## config.mk

```make
export PLATFORM = sky130hd
export DESIGN_NAME = count_sequencer
export DESIGN_NICKNAME = d
export VERILOG_FILES = /design/src/rtl/count_sequencer.sv
export SDC_FILE = /design/constraint.sdc
export NUM_CORES = 1
export LEC_CHECK = 0
export CELL_PAD_IN_SITES_DETAIL_PLACEMENT = 2
export CELL_PAD_IN_SITES_GLOBAL_PLACEMENT = 2
export CORE_MARGIN = 8
export CORE_UTILIZATION = 36
export CTS_CLUSTER_SIZE = 28
export DETAILED_ROUTE_END_ITERATION = 16
export GPL_TIMING_DRIVEN = 0
export PLACE_DENSITY = 0.82
export SLEW_MARGIN = 20
export SYNTH_ARGS = -nofsm -noshare
export SYNTH_HDL_FRONTEND = slang
export SYNTH_SLANG_ARGS = --single-unit
```

## constraint.sdc

```tcl
create_clock -name Clock -period 5.1 [get_ports Clock]
set_input_delay 1.275 -clock Clock [delete_from_list [all_inputs] [get_ports Clock]]
set_output_delay 1.275 -clock Clock [all_outputs]
set_load 0.1 [all_outputs]
```

## src/rtl/count_sequencer.sv

```systemverilog
// count_sequencer
//   Controller for an 8-bit enable-gated counter with async active-low clear.
//   Paces counter increments with a programmable rate divider and runs the
//   counter from 0 up to Limit, with start/clear, pause/resume and done.
//
// Ports:
//   Clock        in   system clock, rising edge
//   Clear_b      in   async active-low reset
//   Start        in   start (IDLE/DONE) or resume (PAUSE); Stop wins
//   Stop         in   pause while running
//   Sel[1:0]     in   rate select, indexes RELOAD0..3
//   Limit[7:0]   in   terminal count
//   CounterValue in   counter output fed back
//   CntEnable    out  one-cycle increment tick to the counter
//   CntClear_b   out  active-low clear request to the counter
//   Busy         out  high in CLEAR, RUN, PAUSE
//   Done         out  high in DONE
module count_sequencer #(
    parameter int              DIV_W   = 28,
    parameter logic [DIV_W-1:0] RELOAD0 = DIV_W'(0),
    parameter logic [DIV_W-1:0] RELOAD1 = DIV_W'(49999999),
    parameter logic [DIV_W-1:0] RELOAD2 = DIV_W'(99999999),
    parameter logic [DIV_W-1:0] RELOAD3 = DIV_W'(199999999)
) (
    input  logic       Clock,
    input  logic       Clear_b,
    input  logic       Start,
    input  logic       Stop,
    input  logic [1:0] Sel,
    input  logic [7:0] Limit,
    input  logic [7:0] CounterValue,
    output logic       CntEnable,
    output logic       CntClear_b,
    output logic       Busy,
    output logic       Done
);

    typedef enum logic [2:0] {IDLE, CLEAR, RUN, PAUSE, DONE} state_t;

    state_t           state, state_next;
    logic [DIV_W-1:0] div, div_next, reload_sel;
    logic             tick_next;
    logic [7:0]       eff_count;
    logic             at_limit;
    logic             go;

    always_comb begin
        case (Sel)
            2'd0:    reload_sel = RELOAD0;
            2'd1:    reload_sel = RELOAD1;
            2'd2:    reload_sel = RELOAD2;
            default: reload_sel = RELOAD3;
        endcase
    end

    // CntEnable is registered, so a tick issued last cycle has not yet shown
    // up on CounterValue. Counting it here keeps the limit check exact even
    // when ticks arrive every clock.
    assign eff_count = CounterValue + {7'd0, CntEnable};
    assign at_limit  = (eff_count == Limit);
    assign go        = Start & ~Stop;

    always_comb begin
        state_next = state;
        div_next   = div;
        tick_next  = 1'b0;
        case (state)
            IDLE, DONE: if (go) state_next = CLEAR;
            CLEAR: begin
                div_next   = reload_sel;
                state_next = RUN;
            end
            RUN: begin
                if (Stop) begin
                    state_next = PAUSE;
                end else if (at_limit) begin
                    state_next = DONE;
                end else if (div == '0) begin
                    tick_next = 1'b1;
                    div_next  = reload_sel;
                end else begin
                    div_next = div - 1'b1;
                end
            end
            PAUSE: if (go) state_next = RUN;
            default: state_next = IDLE;
        endcase
    end

    // Outputs are decoded from next state so they line up with the state
    // register and carry no combinational path from the inputs.
    always_ff @(posedge Clock or negedge Clear_b) begin
        if (!Clear_b) begin
            state      <= IDLE;
            div        <= '0;
            CntEnable  <= 1'b0;
            CntClear_b <= 1'b0;
            Busy       <= 1'b0;
            Done       <= 1'b0;
        end else begin
            state      <= state_next;
            div        <= div_next;
            CntEnable  <= tick_next;
            CntClear_b <= (state_next != CLEAR);
            Busy       <= (state_next == CLEAR) || (state_next == RUN) ||
                          (state_next == PAUSE);
            Done       <= (state_next == DONE);
        end
    end

endmodule

```

==> results of run 1 <==
==> through the flow <==
step,util,worst slack (ps)
after floorplan,-,1640
after global placement,0.415,519
after detailed placement,0.418,466
after CTS,0.434,796
after global routing,0.434,525
final,0.434,781
==> power by group <==
part / leakage [µW] / total, µW / switching [µW] / internal (µW)
combinational: 0.000674 / 260 / 150 / 110
sequential: 0.000414 / 406 / 67.8 / 338
clock: 0.0000581 / 263 / 118 / 146
total: 0.00115 / 929 / 335 / 594
==> cell type report <==
type                            instances  area [µm²]
Buffer                                 15        77.6
Clock buffer                            5        68.8
Clock inverter                          3        43.8
Fill cell                             782        3760
Inverter                                9        33.8
Multi-Input combinational cell        237        1430
Sequential cell                        35         876
Tap cell                               80         100
Timing Repair Buffer                   25         255
==> kinds of logic after synthesis <==
kind of cell / synth area share
xor+xnor: 0.0290
buf+inv: 0.0460
compound gates: 0.273
mux: 0.00414
fa+ha+maj: 0.0414
flops: 0.362
simple gates: 0.245
==> flip-flops by register name, summed over array words and instances, names as in the netlist <==
signal and count:
Busy 1, CntClear_b 1, CntEnable 1, Done 1
div 28, state 3
==> layer usage <==
layer / up-vias / global-route usage / part of all wire
li1: 1152 / - / -
met1: 1262 / 0.218 / 0.45
met2: 47 / 0.324 / 0.50
met3: 16 / 0.0370 / 0.035
met4: 0 / 0.0576 / 0.018
met5: - / 0 / 0
==> worst min path at each step <==
stage	startpoint	endpoint	slack [ps]	depth (start not counted)
6_report	div[6]	div[6]	510	1
5_1_grt	div[14]	div[14]	530	1
4_1_cts	div[6]	div[6]	520	1
3_5_place_dp	div[6]	div[6]	490	1
3_3_place_gp	div[6]	div[6]	480	1
2_1_floorplan	div[6]	div[6]	460	1
==> layout by cell type (no fill, tap or decap), types with 8 or more instances in the layout <==
cell type | netlist | final
clkdlybuf4s50_1 | 0 | 23
nor2_1 | 29 | 29
nor3_1 | 10 | 10
o2bb2ai_1 | 9 | 9
ha_1 | 8 | 8
inv_1 | 9 | 9
nand3_1 | 8 | 8
nand2_1 | 30 | 30
clkbuf_1 | 8 | 8
a21oi_1 | 26 | 26
o21ai_0 | 29 | 29
dfrtp_1 | 35 | 35
==> worst max-delay path, stage by stage <==
cell and delay [ps]:
clkdlybuf4s50_1 460, ha_1 210, ha_1 270, xor2_1 190
and4b_1 210, a41oi_1 60, a211oi_2 640, o21ai_1 190
clkbuf_1 320, clkbuf_1 340, a21oi_1 250, a21oi_1 60
==> impl_metrics.py, run 1 <==
metrics = {
    "status": {
        "run_status": "completed",
    },
    "timing": {
        "clock_period_minus_final_worst_setup_slack_ps": 4320,
        "finClkSkew_ps": 5.93,
        "slew_headroom": 0.346,
        "rsz_0062_raised_after_global_routing": "no",
        "finalSetupViolCount": 0,
        "final.period_utilization": 0.847,
        "fin_setup_tns_ps": 0,
        "whs_ps": 515,
        "tightestPinTransition_ps": 978,
        "final-max-slew-violation-count": 0,
        "max_clock_freq_mhz": 232,
        "report.final.hold_viol_count": 0,
    },
    "critical_path": {
        "worstSetupPathType": "input port to register",
        "setup.worst_path.start": "CounterValue[0]",
        "count_of_cells_along_the_worst_register_to_register_path": 11,
        "critPathMaxFanout": 10,
        "ff2ff_setup_slack_ps": 1810,
        "regToRegEndpoint": "div[25]",
        "worst_setup_path_endpoint": "div[25]",
        "worst-endpoint-arrival_ps": 4480,
        "cp-end-kind": "register",
        "cp-start-kind": "input port",
        "worst-endpoint-required_ps": 5260,
        "worstReg2RegStart": "CntEnable",
    },
    "cts": {
        "numCtsBuffers": 5,
        "ctsResizeCount": 0,
        "postCtsSetupRepairBufs": 0,
        "post_cts_hold_buffer_count": 0,
        "clock-sinks": 35,
        "cts.reportedPaths.clkPinSlew_ps": 80,
        "tritoncts": "done",
        "clockBufferDepth": 2,
        "clock_latency_ps": 300,
        "clk_root_buf": "clkbuf_8",
        "cts-htree-levels": 2,
    },
    "layout": {
        "area_growth_pct": 19.3,
        "layoutNonFillerInstCount": 409,
        "num_antenna_cells": 0,
        "final_net_count": 358,
        "final_area_um2": 2890,
        "drive_gt1_frac": 0.0790,
    },
    "routing": {
        "via_density_per_instance": 6.06,
        "drt_drc_violations_left": 0,
        "postRouteWirelength_um": 8580,
        "drtAntennaViolNets": 0,
        "route.detailed.wl_per_inst_um": 21.0,
        "vias": 2477,
        "first_iter_violations": 108,
        "drtPass1Iterations": 4,
    },
    "synthesis": {
        "synth_enable_flop_cells": 0,
        "synth_sequential_area_ratio": 0.362,
        "syn-instance-count": 296,
        "syn-mean-instance-area_um2": 8.17,
        "synthDistinctLibCells": 53,
        "most_frequent_cell_after_synthesis": "dfrtp_1",
        "synth_warnings": 0,
        "synth.top_cell.area_share": 0.362,
        "async_reset_ff_frac": 1.00,
        "synth.ff_latch_count": 35,
        "synth_common_cells": "dfrtp_1 (35), nand2_1 (30), nor2_1 (29), o21ai_0 (29), a21oi_1 (26)",
        "synth.net_count": 326,
        "synthFlopType": "dfrtp_1",
        "yosys-top-cells-area": "dfrtp_1 (36%), o21ai_0 (6.0%), a21oi_1 (5.4%), nand2_1 (4.7%), nor2_1 (4.5%)",
        "synth_largest_area_cell": "dfrtp_1",
        "post_synth_instance_area_um2": 2420,
    },
    "grt": {
        "number_of_antenna_violations_at_the_first_check_in_global_routing": 0,
        "globalRouteTotalUtil": 0.184,
        "grt_pass1_wl_um": 14100,
        "grt_pass1_vias": 2681,
        "grt_start_max_net_pins": 24,
        "grt_overflow_total": 0,
    },
    "die": {
        "die_area_um2": 9600,
        "core_area_um2": 6640,
        "placement_rows": 30,
        "initial_core_util": 0.364,
        "ioPinCount": 26,
        "floorplan.die.width_um": 98.0,
        "die_h_um": 98.0,
    },
    "place": {
        "global_placer_s_final_weighted_congestion": 0.825,
        "detailed_place_hpwl_um": 6380,
        "placement.io_buffers": 24,
        "place_area_um2": 2770,
        "post-place-cells": 401,
    },
    "pwr": {
        "irDropWorstVdd_mv": 0.136,
        "post-layout-total-power_uw": 929,
        "cellLeakagePower_uw": 0.00115,
        "power_per_cell_area_nw_per_um2": 322,
    },
    "min_path": {
        "min-delay-path-class": "register to register",
    },
    "run": {
        "cap_viol_max_count": 0,
    },
}
(Power assumes the default switching activity.)
==> run 2: changes to the inputs <==
- CORE_UTILIZATION: 36 -> 31
- PLACE_DENSITY: 0.82 -> 0.75
- clock period: 5.1 -> 3.6 ns (I/O delays scaled with it)
==> run 2 against run 1 <==
- count of clock-buffer cells in the layout grew 1
- largest cell class unchanged
- worst setup slack worse by 640 ps
- critical path type unchanged
- die area is 13% higher
- sequential power increased by 41%
==> impl_metrics.py, run 2 (same netlist as run 1, synthesis figures left out) <==
metrics = {
    "status": {
        "run_status": "completed",
    },
    "routing": {
        "drtAntennaViolNets": 0,
        "vias": 2446,
        "route.detailed.wl_per_inst_um": 20.0,
        "first_iter_violations": 81,
        "drtPass1Iterations": 4,
        "postRouteWirelength_um": 8650,
        "drt_drc_violations_left": 0,
        "via_density_per_instance": 5.65,
    },
    "layout": {
        "num_antenna_cells": 0,
        "largest_registers": "div: 28 flops, state: 3 flops",
        "drive_gt1_frac": 0.0937,
        "final_cell_mix": "dfrtp_1 (35), nand2_1 (30), o21ai_0 (29)",
        "largest_register": "div",
        "fill_cells": 860,
        "largest_register_ff_count": 28,
        "area_growth_pct": 22.8,
        "final_net_count": 360,
        "mostFrequentLayoutCell": "dfrtp_1",
    },
    "timing": {
        "final-max-slew-violation-count": 0,
        "finClkSkew_ps": 10.6,
        "max_clock_freq_mhz": 289,
        "postLayoutSetupSlackWorst_ps": 145,
        "rsz_0062_raised_after_global_routing": "yes",
        "final.period_utilization": 0.960,
        "finalSetupViolCount": 0,
        "clock_period_minus_final_worst_setup_slack_ps": 3450,
        "report.final.hold_viol_count": 0,
        "slew_headroom": 0.348,
        "tightestPinTransition_ps": 975,
        "whs_ps": 515,
    },
    "pwr": {
        "clkPwrFrac": 0.317,
        "power_frac_seq": 0.416,
        "power.internal_uw": 914,
        "cellLeakagePower_uw": 0.00118,
        "irDropWorstVdd_mv": 0.191,
        "power.share.combinational": 0.267,
        "sw_frac_of_total": 0.338,
        "switchingPower_uw": 466,
        "power_per_cell_area_nw_per_um2": 465,
        "post-layout-total-power_uw": 1380,
    },
    "cts": {
        "clock-sinks": 35,
        "numCtsBuffers": 5,
        "cts.reportedPaths.clkPinSlew_ps": 70,
        "tritoncts": "done",
        "clock_latency_ps": 300,
        "clockBufferDepth": 2,
        "cts-htree-levels": 2,
        "post_cts_hold_buffer_count": 0,
        "clk_root_buf": "clkbuf_8",
    },
    "critical_path": {
        "worst-endpoint-arrival_ps": 3610,
        "cp-start-kind": "input port",
        "critPathMaxFanout": 10,
        "worstSetupPathType": "input port to register",
        "cp-end-kind": "register",
        "worst-endpoint-required_ps": 3750,
    },
    "place": {
        "pre_cts_ws_ps": -687,
        "placement.io_buffers": 24,
        "global_placer_s_final_weighted_congestion": 0.840,
        "detailed_place_hpwl_um": 6460,
    },
    "die": {
        "die_h_um": 104,
        "ioPinCount": 26,
        "floorplan.die.width_um": 104,
        "placement_rows": 32,
        "die_area_um2": 10900,
        "core_area_um2": 7650,
        "initial_core_util": 0.316,
    },
    "grt": {
        "grt_pass1_vias": 2713,
        "grt_pass1_wl_um": 14300,
        "grt_overflow_total": 0,
        "number_of_antenna_violations_at_the_first_check_in_global_routing": 0,
        "globalRouteTotalUtil": 0.162,
        "grt_start_max_net_pins": 21,
    },
    "run": {
        "cap_viol_max_count": 0,
    },
    "min_path": {
        "min-delay-path-class": "register to register",
    },
}
[run 2: changes by cell type in the layout (fill, tap and decap cells not counted), sizes merged]
cell / delta
buf: +4
clkinv: -2
bufinv: +1
clkbuf: -1
[run 2: what timing repair did]
item | 4_1_cts | 5_1_grt
endpoints found under the setup margin | 23 | 10
pin swaps | 1 | 0
gates resized for setup | 5 | 2
cloned | 0 | 0
buffers inserted | 2 | 0
[run 2: area by class of cell]
cell class / instances / area [µm²] / area share
clock inverters: 2 / 60.1 / 0.0202
clock buffers: 6 / 72.6 / 0.0244
repair buffers: 27 / 278 / 0.0935
inverters: 9 / 33.8 / 0.0114
multi-input cells: 237 / 1440 / 0.485
well taps: 102 / 128 / 0.0430
flip-flops and latches: 35 / 876 / 0.295
plain buffers: 15 / 81.3 / 0.0274
[run 2: through the flow]
step | cells | instance area (µm²) | utilization | setup TNS [ps]
3_3_place_gp | 422 | 2790 | 0.364 | -14050
3_5_place_dp | 423 | 2810 | 0.367 | -15080
4_1_cts | 433 | 2970 | 0.388 | 0
5_1_grt | 433 | 2970 | 0.388 | -188
6_report | 433 | 2970 | 0.388 | 0
2_1_floorplan | 296 | 2420 | - | 0
[run 2: routing by layer]
layer,track usage,part of all wire
met1,0.203,0.48
met2,0.272,0.47
met3,0.0273,0.025
met4,0.0538,0.020
met5,0,0
[run 2: worst max-delay path: stages]
cell and delay (ps):
clkdlybuf4s50_1 410, ha_1 240, ha_1 270, xor2_1 200, and4b_1 190, a41oi_1 270
a211oi_4 120, o21ai_1 190, buf_2 290, buf_2 290, nand2_1 90, o2bb2ai_1 140
[run 2: worst paths after layout]
kind / cells after the start / start / to / slack [ps]
max reg2reg: 8 / div[3] / div[7] / 650
max in group asynchronous: 2 / Clear_b / div[21] / 2610
min: 1 / div[12] / div[12] / 510
min in group asynchronous: 1 / Clear_b / div[26] / 540
min reg2reg: 1 / div[12] / div[12] / 510
max: 12 / CounterValue[0] / div[21] / 150
[run 2: power groups by stage]
stage               clock, µW  sequential (µW)  combinational, µW
finish                    437              574                369
global route              459              588                413
CTS                       450              573                373
detailed placement          0              579                369
global placement            0              576                353
floorplan                   0              551                250
